File: src/rtl/fetch_unit.sv
// ---------------------------------------------------------------------------
// fetch_unit
// Instruction-fetch front end. Owns the fetch PC, issues requests to
// instruction memory over a valid/ready handshake, and tracks outstanding
// requests in a PC queue so each in-order response can be paired with its
// address. Fetched {instr, pc} pairs are buffered in a FIFO and offered to
// decode. A redirect flushes the FIFO and marks all outstanding requests as
// stale; their responses are discarded as they return.
// ---------------------------------------------------------------------------
module fetch_unit #(
   parameter int                XLEN         = 64,
   parameter int                ILEN         = 32,
   parameter int                FIFO_DEPTH   = 4,
   parameter logic [XLEN-1:0]   RESET_VECTOR = '0
) (
   input  logic              clk,
   input  logic              reset,          // asynchronous, active-low
   // instruction memory request
   output logic              imem_req_valid,
   input  logic              imem_req_ready,
   output logic [XLEN-1:0]   imem_req_addr,
   // instruction memory response (in request order)
   input  logic              imem_rsp_valid,
   input  logic [ILEN-1:0]   imem_rsp_data,
   // redirect from execute
   input  logic              redirect_valid,
   input  logic [XLEN-1:0]   redirect_pc,
   // decode port
   output logic              id_valid,
   input  logic              id_ready,
   output logic [ILEN-1:0]   id_instr,
   output logic [XLEN-1:0]   id_pc,
   // sticky error: response with nothing outstanding
   output logic              rsp_err
);

   localparam int              AW          = $clog2(FIFO_DEPTH);
   localparam int              CW          = $clog2(FIFO_DEPTH + 1);
   localparam logic [CW:0]     DEPTH_LIMIT = (CW+1)'(FIFO_DEPTH);
   localparam logic [XLEN-1:0] PC_STEP     = XLEN'(ILEN / 8);

   // architectural state
   logic [XLEN-1:0] r_fetch_pc;
   logic [CW-1:0]   r_count;
   logic [CW-1:0]   r_in_flight;
   logic [CW-1:0]   r_drop_cnt;
   logic            r_rsp_err;

   // fetch buffer
   logic [ILEN-1:0] r_fifo_instr [FIFO_DEPTH];
   logic [XLEN-1:0] r_fifo_pc    [FIFO_DEPTH];
   logic [AW-1:0]   r_wr_ptr;
   logic [AW-1:0]   r_rd_ptr;

   // addresses of issued requests, oldest first
   logic [XLEN-1:0] r_pcq_mem [FIFO_DEPTH];
   logic [AW-1:0]   r_pcq_wr;
   logic [AW-1:0]   r_pcq_rd;

   // control
   logic [CW:0]     w_credit_sum;
   logic            w_req_valid;
   logic            w_fire;
   logic            w_rsp_take;
   logic            w_rsp_stray;
   logic            w_rsp_drop;
   logic            w_push;
   logic            w_pop;
   logic            w_not_empty;
   logic [CW-1:0]   w_count_nxt;
   logic [CW-1:0]   w_in_flight_nxt;
   logic [CW-1:0]   w_drop_nxt;

   // Credit: buffered plus outstanding words may never exceed the buffer size,
   // so every response that is not stale is guaranteed a slot. Requests are
   // held off during reset and in a redirect cycle.
   assign w_credit_sum = {1'b0, r_count} + {1'b0, r_in_flight};
   assign w_req_valid  = reset && !redirect_valid && (w_credit_sum < DEPTH_LIMIT);
   assign w_fire       = w_req_valid && imem_req_ready;

   // Response classification. A response with nothing outstanding is ignored.
   assign w_rsp_take   = imem_rsp_valid && (r_in_flight != '0);
   assign w_rsp_stray  = imem_rsp_valid && (r_in_flight == '0);
   assign w_rsp_drop   = w_rsp_take && (r_drop_cnt != '0);
   assign w_push       = w_rsp_take && !w_rsp_drop && !redirect_valid;

   // Decode handshake; a pop in a redirect cycle is void.
   assign w_not_empty  = (r_count != '0);
   assign w_pop        = w_not_empty && id_ready && !redirect_valid;

   // Next values of the three occupancy counters.
   always_comb begin
      // NOTE: every variable gets a default before any condition, otherwise
      // a path that skips the assignment infers a latch.
      w_in_flight_nxt = r_in_flight;
      w_count_nxt     = r_count;
      w_drop_nxt      = r_drop_cnt;

      if (w_fire)     w_in_flight_nxt = w_in_flight_nxt + CW'(1);
      if (w_rsp_take) w_in_flight_nxt = w_in_flight_nxt - CW'(1);

      if (redirect_valid) begin
         // Everything still outstanding after this cycle's response is stale.
         w_count_nxt = '0;
         w_drop_nxt  = w_in_flight_nxt;
      end else begin
         if (w_push)     w_count_nxt = w_count_nxt + CW'(1);
         if (w_pop)      w_count_nxt = w_count_nxt - CW'(1);
         if (w_rsp_drop) w_drop_nxt  = w_drop_nxt - CW'(1);
      end
   end

   // Control state: PC, counters, queue pointers and the sticky error flag.
   always_ff @(posedge clk or negedge reset) begin
      if (!reset) begin
         // NOTE: sequential state uses non-blocking assignments so every
         // register samples the pre-edge values regardless of statement order.
         r_fetch_pc  <= RESET_VECTOR;
         r_count     <= '0;
         r_in_flight <= '0;
         r_drop_cnt  <= '0;
         r_rsp_err   <= 1'b0;
         r_wr_ptr    <= '0;
         r_rd_ptr    <= '0;
         r_pcq_wr    <= '0;
         r_pcq_rd    <= '0;
      end else begin
         r_count     <= w_count_nxt;
         r_in_flight <= w_in_flight_nxt;
         r_drop_cnt  <= w_drop_nxt;

         if (redirect_valid) begin
            r_fetch_pc <= redirect_pc;
         end else if (w_fire) begin
            r_fetch_pc <= r_fetch_pc + PC_STEP;   // wraps modulo 2^XLEN
         end

         if (w_rsp_stray) begin
            r_rsp_err <= 1'b1;
         end

         // The PC queue mirrors outstanding requests and is never flushed:
         // stale entries retire one by one as their responses arrive.
         if (w_fire)     r_pcq_wr <= r_pcq_wr + AW'(1);
         if (w_rsp_take) r_pcq_rd <= r_pcq_rd + AW'(1);

         if (redirect_valid) begin
            r_wr_ptr <= '0;
            r_rd_ptr <= '0;
         end else begin
            if (w_push) r_wr_ptr <= r_wr_ptr + AW'(1);
            if (w_pop)  r_rd_ptr <= r_rd_ptr + AW'(1);
         end
      end
   end

   // Storage arrays: write-only on request issue and response push.
   always_ff @(posedge clk) begin
      // NOTE: the arrays carry no reset; validity is tracked by the counters,
      // and the decode outputs are masked to zero whenever the buffer is empty.
      if (w_fire) begin
         r_pcq_mem[r_pcq_wr] <= r_fetch_pc;
      end
      if (w_push) begin
         r_fifo_instr[r_wr_ptr] <= imem_rsp_data;
         r_fifo_pc[r_wr_ptr]    <= r_pcq_mem[r_pcq_rd];
      end
   end

   // Outputs
   assign imem_req_valid = w_req_valid;
   assign imem_req_addr  = r_fetch_pc;
   assign id_valid       = w_not_empty;
   assign id_instr       = w_not_empty ? r_fifo_instr[r_rd_ptr] : '0;
   assign id_pc          = w_not_empty ? r_fifo_pc[r_rd_ptr]    : '0;
   assign rsp_err        = r_rsp_err;

   // Structural invariants of the credit scheme.
   a_drop_le_in_flight : assert property (@(posedge clk) disable iff (!reset)
      r_drop_cnt <= r_in_flight);
   a_credit_bound : assert property (@(posedge clk) disable iff (!reset)
      w_credit_sum <= DEPTH_LIMIT);
   a_no_overflow : assert property (@(posedge clk) disable iff (!reset)
      !(w_push && !w_pop && (w_count_nxt == '0)));

endmodule

File: config.mk
export PLATFORM = sky130hd
export DESIGN_NAME = fetch_unit
export DESIGN_NICKNAME = d
export VERILOG_FILES = /design/src/rtl/fetch_unit.sv
export SDC_FILE = /design/constraint.sdc
export NUM_CORES = 1
export LEC_CHECK = 0
export CAP_MARGIN = 10
export CORE_ASPECT_RATIO = 0.8
export CORE_MARGIN = 10
export CORE_UTILIZATION = 45
export CTS_BUF_LIST = sky130_fd_sc_hd__clkbuf_2 sky130_fd_sc_hd__clkbuf_4 sky130_fd_sc_hd__clkbuf_8
export DETAILED_ROUTE_END_ITERATION = 8
export MAX_ROUTING_LAYER = met4
export PLACE_DENSITY = 0.68
export RECOVER_POWER = 25
export SKIP_LAST_GASP = 1
export SLEW_MARGIN = 20
export SYNTH_ARGS = -nofsm -noshare
export SYNTH_HDL_FRONTEND = slang
export SYNTH_SLANG_ARGS = --single-unit
File: constraint.sdc
create_clock -name clk -period 5.2 [get_ports clk]
set_clock_uncertainty 0.1 [all_clocks]
set_input_delay 0.52 -clock clk [delete_from_list [all_inputs] [get_ports clk]]
set_output_delay 0.52 -clock clk [all_outputs]
set_load 0.02 [all_outputs]
==> impl_results.md, run 1 <==
* Antenna violations before repair at 4
* Syn Inst Count at 1575
* Worst rel slew slack at 5.662%
* CTS sink cnt at 722
* Via count at 16270
* Via density per instance at 5.729
* Synthesized cell area at 29020 µm²
* Die ar. at 75110 µm²
* Detailed Route Iter0 Violations at 1608
* Largest cells by area after synthesis: edfxtp_1 66%, mux4_2 12%, dfrtp_1 7.1%, and2_1 2.5%, nand3_1 1.1%
* Setup violators final at 0
* Tcrit/Tclk final at 76.92%
* Fin. Hold Viols at 0
* # port buffers at 264
* Post-route insts no fill at 2840
* Final #Nets at 2017
* Drt first pass iters at 6
* First-pass GRT wire length at 109500 µm
* RSZ-0062 raised after global routing: no
* Met3 WL at 7287 µm
* Grt ovf at 0
* Commonest non-fill, non-tap cell in the layout: edfxtp_1
* Commonest non-fill, non-tap cells in the layout: 640 x edfxtp_1, 230 x clkdlybuf4s50_1, 160 x mux4_2, 115 x clkbuf_8, 109 x and2_1
* Yosys top cell area share at 66.22%
* Post-route setup TNS at 0 ns
* Layout Area Growth over Synthesis at 20.60%
* Max_cap viols at 0
* Hpwl dp at 46200 µm
* Clock root buffer: clkbuf_8
* WS Path Type: flop to primary output
* Largest net degree at the start of global routing at 102
* Initial Util at 45.37%
* Routed WL at 72850 µm
* Post-CTS setup buffer count at 0
* PD cells at 492.7 nW/µm²
* Max Freq at 250.0 MHz
* I/O pin cnt at 265
* RePlAce Congestion at 0.8812
* Crit path DAT at 3.38 ns
* Worst slew pin tran at 1.415 ns
* Die H at 247.1 µm
* Synthesized flop and latch total at 722
* Layout cell share with drive strength beyond 1 at 20.31%
* Clock Path Buffers at 3
* CP required at 4.58 ns
* Status: finished clean
* Worst-Skew Late Latency at 0.71 ns
* P_leak at 11.33 nW
* Post-Syn Nets at 1696
* Post-Syn Area per Cell at 18.43 µm²
* Most area-hungry cell type in the Yosys netlist: edfxtp_1
* Post-cts sizing count at 0
* H-tree depth at 3
* Placed cell count at 2633
* Ys flop type: edfxtp_1
* Yosys cell types at 50
* Min Tclk post-route at 4.000 ns
* Core area at 63970 µm²
* GRT Total Usage at 19.95%
* CTS Buf Count at 107
* Fin. max-slew vios at 0
* Core Rows at 83
* Sequential area share after synthesis at 73.29%
* Fill count at 4984
* EDFF count, synth at 640
* Chip Width at 303.9 µm
* Antenna Nets Post-Route at 0
* CP Launch Type: flop
* Asr flop ratio synth at 11.36%
* Crit. End Element: primary output
* DR WL met2 at 32320 µm
* Tightest Hold Check Type: primary input to flop
* DR top layer: met4
* Routed wire per std cell at 25.65 µm
* Synth Warn # at 0
* Worst-path clk slew at 0.06 ns
* Worst VDD drop at 0.0003927 V
* Worst-path fanout max at 36
* DRC at 0
* Vias in the first global route at 16480
* CTS tree: done
* Met1 Wirelength at 32280 µm
## synthesized netlist by cell type, types with 3 or more instances
master    number
a21oi_1       10
a22oi_1        9
a31oi_1       15
and2_1       117
and3_1        11
and4_1         4
buf_1         19
clkbuf_1      58
dfrtp_1       82
edfxtp_1     640
ha_1          19
inv_1         19
mux2_2         7
mux2i_1        9
mux4_2       160
nand2_1       84
nand2b_1       3
nand3_1       65
nand4_1       26
nor2_1        31
nor2b_1        3
nor3_1        14
nor4_1         8
nor4_2         3
o211ai_1      22
o21ai_0       27
o311ai_0      14
o31ai_1        4
or3_1         19
or4_1         22
xnor2_1       16
xor2_1        10
## logic make-up after synthesis
logic type      after synthesis  synth area share, %
simple gates                424                8.252
fa+ha+maj                    19               0.8191
xor+xnor                     26               0.7846
buf+inv                      97                1.259
flops                       722                73.29
mux                         176                13.00
compound gates              111                2.595
## per-stage QoR
stage          setup WS (ns)  hold slack (ns)  total power, mW  util, %  cell area [µm²]
5_1_grt               0.8708           0.2771            18.07    54.71            35000
3_3_place_gp           1.522           0.3429            12.70    51.14            32710
4_1_cts                1.032           0.1051            17.44    54.60            34930
6_report               1.200           0.2765            17.25    54.71            35000
3_5_place_dp           1.485           0.3477            12.79    51.14            32710
2_1_floorplan         0.7374           0.1244            10.51        -            29020
## path summary, 6_finish.rpt
| check | slack (ns) | startpoint | end | cells past startpoint |
|---|---|---|---|---|
| setup / recovery | 1.20 | r_rd_ptr[0] | id_pc[61] | 4 |
| hold / removal | 0.28 | redirect_valid | imem_req_addr[30] | 4 |
| setup reg to reg | 1.29 | imem_req_addr[2] | imem_req_addr[58] | 7 |
| hold reg to reg | 0.39 | rsp_err | rsp_err | 1 |
| max in group asynchronous | 2.68 | reset | r_rd_ptr[1] | 3 |
| min in group asynchronous | 0.57 | reset | imem_req_addr[36] | 2 |
## critical path, cell delays in order, from the launching register on
cell and delay (ns):
dfrtp_4 0.91, buf_12 0.38, mux4_2 0.65, and2_1 0.20, clkdlybuf4s50_1 0.54
## layer usage
metal | up-vias | track usage [%]
met5 | - | -
li1 | 7044 | -
met4 | 0 | 3.981
met1 | 8356 | 27.98
met2 | 780 | 28.31
met3 | 89 | 6.463
## final cells by class
cell class	instances	area [µm²]	area share, %
inverters	19	71.32	0.2038
multi-input cells	756	7422	21.21
repair buffers	290	2949	8.426
well taps	850	1064	3.039
clock inverters	51	352.8	1.008
flip-flops and latches	722	21290	60.82
diodes	1	2.502	0.007150
clock buffers	151	1853	5.294
## what timing repair did
action	4_1_cts	5_1_grt
endpoints found under the hold margin	23	0
hold buffers	1	0
setup endpoints to repair	0	0
## sequential cells by signal, summed over array words and instances, names as in the netlist
signal         flops
r_in_flight        3
r_pcq_wr           2
r_pcq_rd           2
r_wr_ptr           2
r_rd_ptr           2
r_drop_cnt         3
rsp_err            1
r_fifo_pc        256
r_count            3
r_fifo_instr     128
imem_req_addr     64
r_pcq_mem        256
## power by group
group          internal, mW  switching, mW  leakage, nW
clock                  2.51           2.14         1.18
sequential             7.02          0.670         6.76
combinational          2.40           2.50         3.39
Power figures use the tool's default switching activity.
==> inputs of run 2 (changes only) <==
- clock period: 5.2 -> 4.2 ns (I/O delays scaled with it)
==> run 2 against run 1 <==
The flow now finishes with violations (max-capacitance violations, max-slew violations). Register-to-register slack got worse by 0.63 ns. Final cell count increased by 0.63%. Core utilization increased by 0.23 points. Worst hold slack got worse by 0.10 ns. Routed wire length decreased by 1.3%. Clock power increased by 24%. Design area increased by 0.43%. Die area unchanged. Combinational power increased by 25%. Global-route usage decreased by 0.35 points. Flip-flop and latch count unchanged. Critical endpoint is now id_pc[26]. Largest power group unchanged.
==> impl_results.md, run 2 (synthesized netlist as in run 1, its figures left out) <==
* CTS Buf Count at 109
* Area of the multi-input gates at 7417 µm²
* First-pass GRT wire length at 108500 µm
* Antenna violations before repair at 6
* Hpwl dp at 46880 µm
* Worst VDD drop at 0.0003828 V
* Initial Util at 45.37%
* Final #Nets at 2032
* Routed WL at 71880 µm
* Clock root buffer: clkbuf_8
* Post-layout util at 54.94%
* RSZ-0062 raised after global routing: no
* Fin. max-slew vios at 68
* # port buffers at 264
* Clock Path Buffers at 3
* Worst hold start: redirect_pc[28]
* CTS tree: done
* Reg area at 21290 µm²
* Via density per instance at 5.671
* Layout Area Growth over Synthesis at 21.11%
* Tightest Hold Check Type: primary input to flop
* Hold Path End: imem_req_addr[28]
* Crit. End Element: primary output
* FF-to-FF Start: imem_req_addr[2]
* WS Path Type: flop to primary output
* Dpl ws at 0.9185 ns
* Setup violators final at 0
* CP Launch Type: flop
* Worst-path fanout max at 101
* Hold depth at 3
* Worst-path clk slew at 0.06 ns
* Worst-Skew Late Latency at 0.71 ns
* CTS sink cnt at 722
* Core Rows at 83
* Max_cap viols at 1
* Worst setup margin at 0.4772 ns
* Chip Width at 303.9 µm
* Commonest non-fill, non-tap cell in the layout: edfxtp_1
* Largest net degree at the start of global routing at 102
* Routed wire per std cell at 25.15 µm
* Grt ovf at 0
* Worst rel slew slack at -19.20%
* Commonest non-fill, non-tap cells in the layout: 640 x edfxtp_1, 230 x clkdlybuf4s50_1, 160 x mux4_2, 117 x clkbuf_8, 109 x and2_1
* Die H at 247.1 µm
* I/O pin cnt at 265
* Crit path DAT at 3.20 ns
* Failing checks: max-capacitance violations, max-slew violations
* Post-cts sizing count at 0
* GRT Total Usage at 19.59%
* Fin. Hold Viols at 0
* RePlAce Congestion at 0.8893
* Vias in the first global route at 16700
* DRC at 0
* Crit path from: r_count[0]
* R2r endpoint: imem_req_addr[58]
* CP required at 3.68 ns
* P_leak at 11.40 nW
* Core area at 63970 µm²
* Layout cell share with drive strength beyond 1 at 20.46%
* Worst slew pin tran at 1.788 ns
* Placed cell count at 2648
* Min Tclk post-route at 3.723 ns
* PD cells at 607.2 nW/µm²
* Tcrit/Tclk final at 88.64%
* H-tree depth at 3
* Register-to-register setup slack at 0.66 ns
* Post-route insts no fill at 2858
* Detailed Route Iter0 Violations at 1615
* Fill count at 4990
* Largest regs: r_fifo_pc: 256 flops, r_pcq_mem: 256 flops, r_fifo_instr: 128 flops
* Max Freq at 268.6 MHz
* Post-route setup TNS at 0 ns
* Die ar. at 75110 µm²
* Status: complete, but fails checks
* Antenna Nets Post-Route at 0
* Reg2Reg Depth at 7
* Via count at 16210
* Drt first pass iters at 5
[run 2: changes by cell type in the layout (fill, tap and decap cells not counted), sizes merged, moves of 2 or more]
cell	previous run	this run
clkbuf	154	165
clkinvlp	3	1
diode	1	4
buf	24	33
clkinv	41	39
[run 2: power by group]
| group | internal, mW | switching, mW |
|---|---|---|
| Sequential | 8.69 | 0.727 |
| Clock | 3.13 | 2.65 |
| Combinational | 2.96 | 3.18 |
| Total | 14.8 | 6.56 |
[run 2: what timing repair did]
action,4_1_cts,5_1_grt
setup endpoints to repair,0,0
endpoints found under the hold margin,15,0
hold buffers,2,0
buffers inserted,0,0
[run 2: worst max path at each step]
stage,endpoint,slack [ns]
global placement,r_fifo_instr[0][9],0.95
CTS,id_pc[26],0.33
floorplan,r_pcq_mem[0][0],0.18
detailed placement,r_fifo_instr[0][7],0.92
finish,id_pc[26],0.48
global route,id_pc[26],0.22
[run 2: layer usage]
metal / routed length [µm] / vias up / global-route usage, %
li1: - / 7068 / -
met1: 31360 / 8323 / 27.26
met2: 32540 / 727 / 28.35
met3: 6866 / 90 / 5.704
met4: 1105 / 0 / 4.343
met5: 0 / - / -
[run 2: metrics by stage]
| step | hold slack [ns] | power, mW | area (µm²) |
|---|---|---|---|
| 3_5_place_dp | 0.2148 | 15.86 | 32910 |
| 2_1_floorplan | 0.02441 | 13.01 | 29030 |
| 4_1_cts | 0.1222 | 21.67 | 35160 |
| 5_1_grt | 0.1449 | 22.37 | 35140 |
| 3_3_place_gp | 0.2105 | 15.74 | 32910 |
| 6_report | 0.1749 | 21.34 | 35150 |
[run 2: worst max-delay path, cell delays in order, from the launching register on]
cell	delay, ns
dfrtp_1	0.42
inv_1	0.10
ha_1	0.23
nand2b_4	0.70
and2_1	0.37
clkdlybuf4s50_1	0.67
[run 2: area by class of cell]
type	instances	share of cell area [%]
Inverter	19	0.2029
Clock buffer	159	5.478
Antenna cell	4	0.02848
Clock inverter	45	0.8579
Sequential cell	722	60.56
Tap cell	850	3.026
Timing Repair Buffer	303	8.746
Multi-Input combinational cell	756	21.10
==> inputs of run 3 (changes only) <==
- CORE_UTILIZATION: 45 -> 35
- PLACE_DENSITY: 0.68 -> 0.56
==> run 3 against run 2 <==
The run still ends with max-capacitance violations, max-slew violations left. Maximum frequency increased by 4.6%. Clock-buffer cell count decreased by 5. Worst hold slack improved by 0.012 ns. Final cell count increased by 9.6%. Sequential power decreased by 2%. Largest power group unchanged. Highest routed layer unchanged.
==> impl_results.md, run 3 (synthesized netlist as in run 1, its figures left out) <==
* Status: complete, but fails checks
* Failing checks: max-capacitance violations, max-slew violations
* Layout cell share with drive strength beyond 1 at 20.40%
* Worst slew pin tran at 1.966 ns
* Clock root buffer: clkbuf_8
* GRT Total Usage at 17.14%
* Initial Util at 35.30%
* Core area at 82210 µm²
* Drt first pass iters at 7
* Hold depth at 3
* Final #Nets at 2049
* Core Rows at 94
* Max Freq at 281.0 MHz
* Fin. max-slew vios at 67
* Vias in the first global route at 17080
* Post-CTS setup buffer count at 0
* # port buffers at 264
* I/O pin cnt at 265
* Worst-Skew Late Latency at 0.71 ns
* Largest net degree at the start of global routing at 102
* Reg2Reg Depth at 6
* RePlAce Congestion at 0.8866
* Detailed Route Iter0 Violations at 1549
* CTS tree: done
* Layout Area Growth over Synthesis at 22.98%
* Crit path DAT at 3.04 ns
* Fin. Hold Viols at 0
* Clock Path Buffers at 3
* Grt ovf at 0
* Via count at 16400
* Min Tclk post-route at 3.559 ns
* First-pass GRT wire length at 118100 µm
* WS Path Type: flop to primary output
* Antenna Nets Post-Route at 0
* Largest regs: r_fifo_pc: 256 flops, r_pcq_mem: 256 flops, r_fifo_instr: 128 flops
* Via density per instance at 5.236
* Commonest non-fill, non-tap cells in the layout: 640 x edfxtp_1, 230 x clkdlybuf4s50_1, 160 x mux4_2, 120 x clkbuf_8, 109 x and2_1
* CP Launch Type: flop
* Chip Width at 341.9 µm
* Worst rel slew slack at -31.04%
* Antenna violations before repair at 4
* Worst VDD drop at 0.0003968 V
* Routed WL at 79990 µm
* Crit. End Element: primary output
* DRC at 0
* Tightest Hold Check Type: primary input to flop
* CTS Buf Count at 114
* P_leak at 11.48 nW
* Tcrit/Tclk final at 84.74%
* PD cells at 609.8 nW/µm²
* Die ar. at 94910 µm²
* CTS sink cnt at 722
* Routed wire per std cell at 25.53 µm
* Worst-path clk slew at 0.06 ns
* RSZ-0062 raised after global routing: no
* Max_cap viols at 1
* Setup violators final at 0
* Worst-path fanout max at 35
* CP required at 3.68 ns
* Post-route cell area at 35690 µm²
* Die H at 277.6 µm
* Post-route setup TNS at 0 ns
* Hpwl dp at 52240 µm
* H-tree depth at 3
* Commonest non-fill, non-tap cell in the layout: edfxtp_1
* Post-cts sizing count at 0
* Placement Cell Area at 33350 µm²
## run 3: repair_timing
item	in CTS	in global routing
endpoints found under the hold margin	23	0
setup endpoints to repair	0	0
hold buffers	3	0
## run 3: where the power goes
group | internal [mW] | switching [mW] | total [mW]
Clock | 3.26 | 2.72 | 5.98
Sequential | 8.70 | 0.534 | 9.23
Combinational | 3.03 | 3.52 | 6.55
## run 3: through the flow
stage | worst slack, ns | hold slack, ns | std cells | power, mW | utilization (%)
global placement | 0.8728 | 0.2078 | 2911 | 15.95 | 40.56
floorplan | 0.1803 | 0.02441 | 1575 | 13.01 | -
global route | 0.4796 | 0.1535 | 3130 | 22.88 | 43.40
detailed placement | 0.8429 | 0.2163 | 2911 | 16.06 | 40.56
finish | 0.6408 | 0.1864 | 3133 | 21.76 | 43.41
CTS | 0.3729 | 0.1187 | 3127 | 22.09 | 43.41
## run 3: critical path, stage by stage (launching register included)
cell and delay, ns:
dfrtp_4 0.55, buf_4 0.52, mux4_2 0.50, and2_1 0.20, clkdlybuf4s50_1 0.54
## run 3: routing by layer
metal | track usage (%) | up-vias | part of all wire (%)
li1 | - | 7098 | -
met1 | 24.34 | 8557 | 47
met2 | 24.61 | 653 | 44
met3 | 4.751 | 96 | 7.8
met4 | 3.162 | 0 | 1.4
met5 | - | - | 0
## run 3: path summary, 6_finish.rpt
kind	from	to	slack, ns
worst max-delay path	r_rd_ptr[1]	id_pc[28]	0.64
worst min-delay path	redirect_pc[30]	imem_req_addr[30]	0.19
worst max register to register	imem_req_addr[9]	imem_req_addr[41]	0.86
worst min register to register	rsp_err	rsp_err	0.40
max in group asynchronous	reset	r_rd_ptr[0]	1.61
min in group asynchronous	reset	imem_req_addr[25]	0.95
## run 3: final cells by class
class / instances / area (µm²)
inverters: 19 / 71.32
flip-flops and latches: 722 / 21290
repair buffers: 315 / 3216
fillers: 7251 / 46520
diodes: 4 / 10.01
clock inverters: 59 / 402.9
clock buffers: 154 / 1907
multi-input cells: 756 / 7417
well taps: 1104 / 1381
==> variant, RTL diff (flow settings as in run 3) <==
`ILEN`: 32 -> 16.
--- a/src/rtl/fetch_unit.sv
+++ b/src/rtl/fetch_unit.sv
@@ -11,3 +11,3 @@
    parameter int                XLEN         = 64,
-   parameter int                ILEN         = 32,
+   parameter int                ILEN         = 16,
    parameter int                FIFO_DEPTH   = 4,
Interface: changed (resized id_instr and imem_rsp_data); port bits go from 265 to 233. No check against the original RTL was run, so the function may have changed too.
==> variant against run 3 <==
  * The run still ends with max-capacitance violations, max-slew violations left
  * Cell area decreased by 8.5%
  * Critical path depth stayed put
  * First-iteration DRC count is 22% lower
  * Wire length decreased by 9.3%
  * Sequential cell count shrank 64
  * Sequential power is 5.4% lower
  * Register-to-register slack better by 0.18 ns
  * Power down 7.7%
  * Die area decreased by 7.7%
  * Global-route usage is 0.28 points lower
  * Area after synthesis down 8.2%
  * Non-clock buffer count down 36
  * Core utilization fell by 0.13 points
  * Setup slack lost 0.20 ns
==> variant: results (changes against run 3) <==
{
  "run_status": "finished with violations",
  "violations": "max-capacitance violations, max-slew violations",
  "worstPathMaxFanout": {"value": 27, "change": "-23%"},
  "timing.final.max_slew_violations": {"value": 75, "change": "+12%"},
  "drv_cap": {"value": 2, "change": "+1"},
  "detailedPlace.worstSlack": {"value": 0.757, "unit": "ns", "change": "-0.0859 ns"},
  "internal-power": {"value": 13.9, "unit": "mW", "change": "-7.3%"},
  "power.ir.vdd_worst": {"value": 0.439, "unit": "mV", "change": "+11%"},
  "place.detailed.instances": {"value": 2671, "change": "-8.2%"},
  "post_drt_wl_per_cell": {"value": 25.3, "unit": "um", "change": "-0.92%"},
  "ys_async_rst_share": {"value": 0.125, "change": "+0.0110"},
  "grt_usage": {"value": 0.169, "change": "-0.00281"},
  "instances_no_fill": {"value": 2867, "change": "-8.5%"},
  "count_of_buffers_inserted_at_the_top_level_ports": {"value": 232, "change": "-12%"},
  "fillers": {"value": 6685, "change": "-7.8%"},
  "num-nets-final": {"value": 1873, "change": "-8.6%"},
  "power.static_leakage": {"value": 10.8, "unit": "nW", "change": "-6.1%"},
  "syn_nets": {"value": 1561, "change": "-8.0%"},
  "drt_first_iter_violations": {"value": 1207, "change": "-22%"},
  "r2r.worst_path.cells": {"value": 7, "change": "+1"},
  "synth-compound-area-share": {"value": 0.0282, "change": "+0.00227"},
  "post_synth_inst_count": {"value": 1456, "change": "-7.6%"},
  "cells_taking_the_most_area_after_synthesis": "edfxtp_1 (65%), mux4_2 (12%), dfrtp_1 (7.7%)",
  "synth_enable_flop_cells": {"value": 576, "change": "-10%"},
  "synthAdderAreaFrac": {"value": 0.00892, "change": "+0.000731"},
  "dp_hpwl": {"value": 47.4, "unit": "mm", "change": "-9.2%"},
  "drt_pre_antenna_iters": {"value": 5, "change": "-2"}
}
## variant: cell types whose count changed after synthesis, sizes merged, moves of 9 or more
cell    before  now
clkbuf      58   47
or3         19   10
edfxtp     640  576
and2       117  103
mux2i        9   18
or4         24   14
mux4       160  144
## variant: what timing repair did
item                                   in CTS  in global routing
setup endpoints to repair                   0                  0
endpoints found under the hold margin      36                  0
hold buffers                                1                  0
resized for setup                           0                  0
## variant: kinds of logic (layout without fill, tap and decap cells)
| logic type | after synthesis | after routing |
|---|---|---|
| other cells | 0 | 2 |
| fa+ha+maj | 19 | 19 |
| buf+inv | 99 | 496 |
| flops | 658 | 658 |
| simple gates | 389 | 389 |
| xor+xnor | 18 | 18 |
| mux | 167 | 167 |
| compound gates | 106 | 106 |
## variant: path summary, 6_finish.rpt
check / startpoint / endpoint / slack (ns)
max: r_rd_ptr[0] / id_pc[23] / 0.44
min: redirect_pc[58] / imem_req_addr[58] / 0.19
max reg2reg: r_in_flight[0] / r_fifo_instr[1][3] / 1.04
min reg2reg: rsp_err / rsp_err / 0.45
max in group asynchronous: reset / r_pcq_rd[0] / 1.23
min in group asynchronous: reset / r_drop_cnt[1] / 0.95
## variant: layout make-up
class,count,area share
inverters,24,0.00276
multi-input cells,699,0.212
diodes,2,0.000153
flip-flops and latches,658,0.593
clock buffers,150,0.0563
clock inverters,43,0.0114
well taps,1012,0.0388
repair buffers,279,0.0857
## variant: metal layers
layer	track usage	wire, um	share of wire
met2	0.244	32600	0.45
met1	0.235	33200	0.46
met5	-	0	0
met3	0.0469	5510	0.076
met4	0.0378	1200	0.017
## variant: worst min-delay path, cell delays in order
cell,delay [ns]
clkdlybuf4s50_1,0.40
nand2_1,0.07
nand3_1,0.06
## variant: power groups by stage
stage	clock [mW]	sequential (mW)	combinational, mW
after floorplan	0	8.49	3.50
after global placement	0	8.84	5.74
after detailed placement	0	8.88	5.81
after CTS	5.85	8.75	5.83
after global routing	6.14	8.80	6.12
final	5.71	8.73	5.66
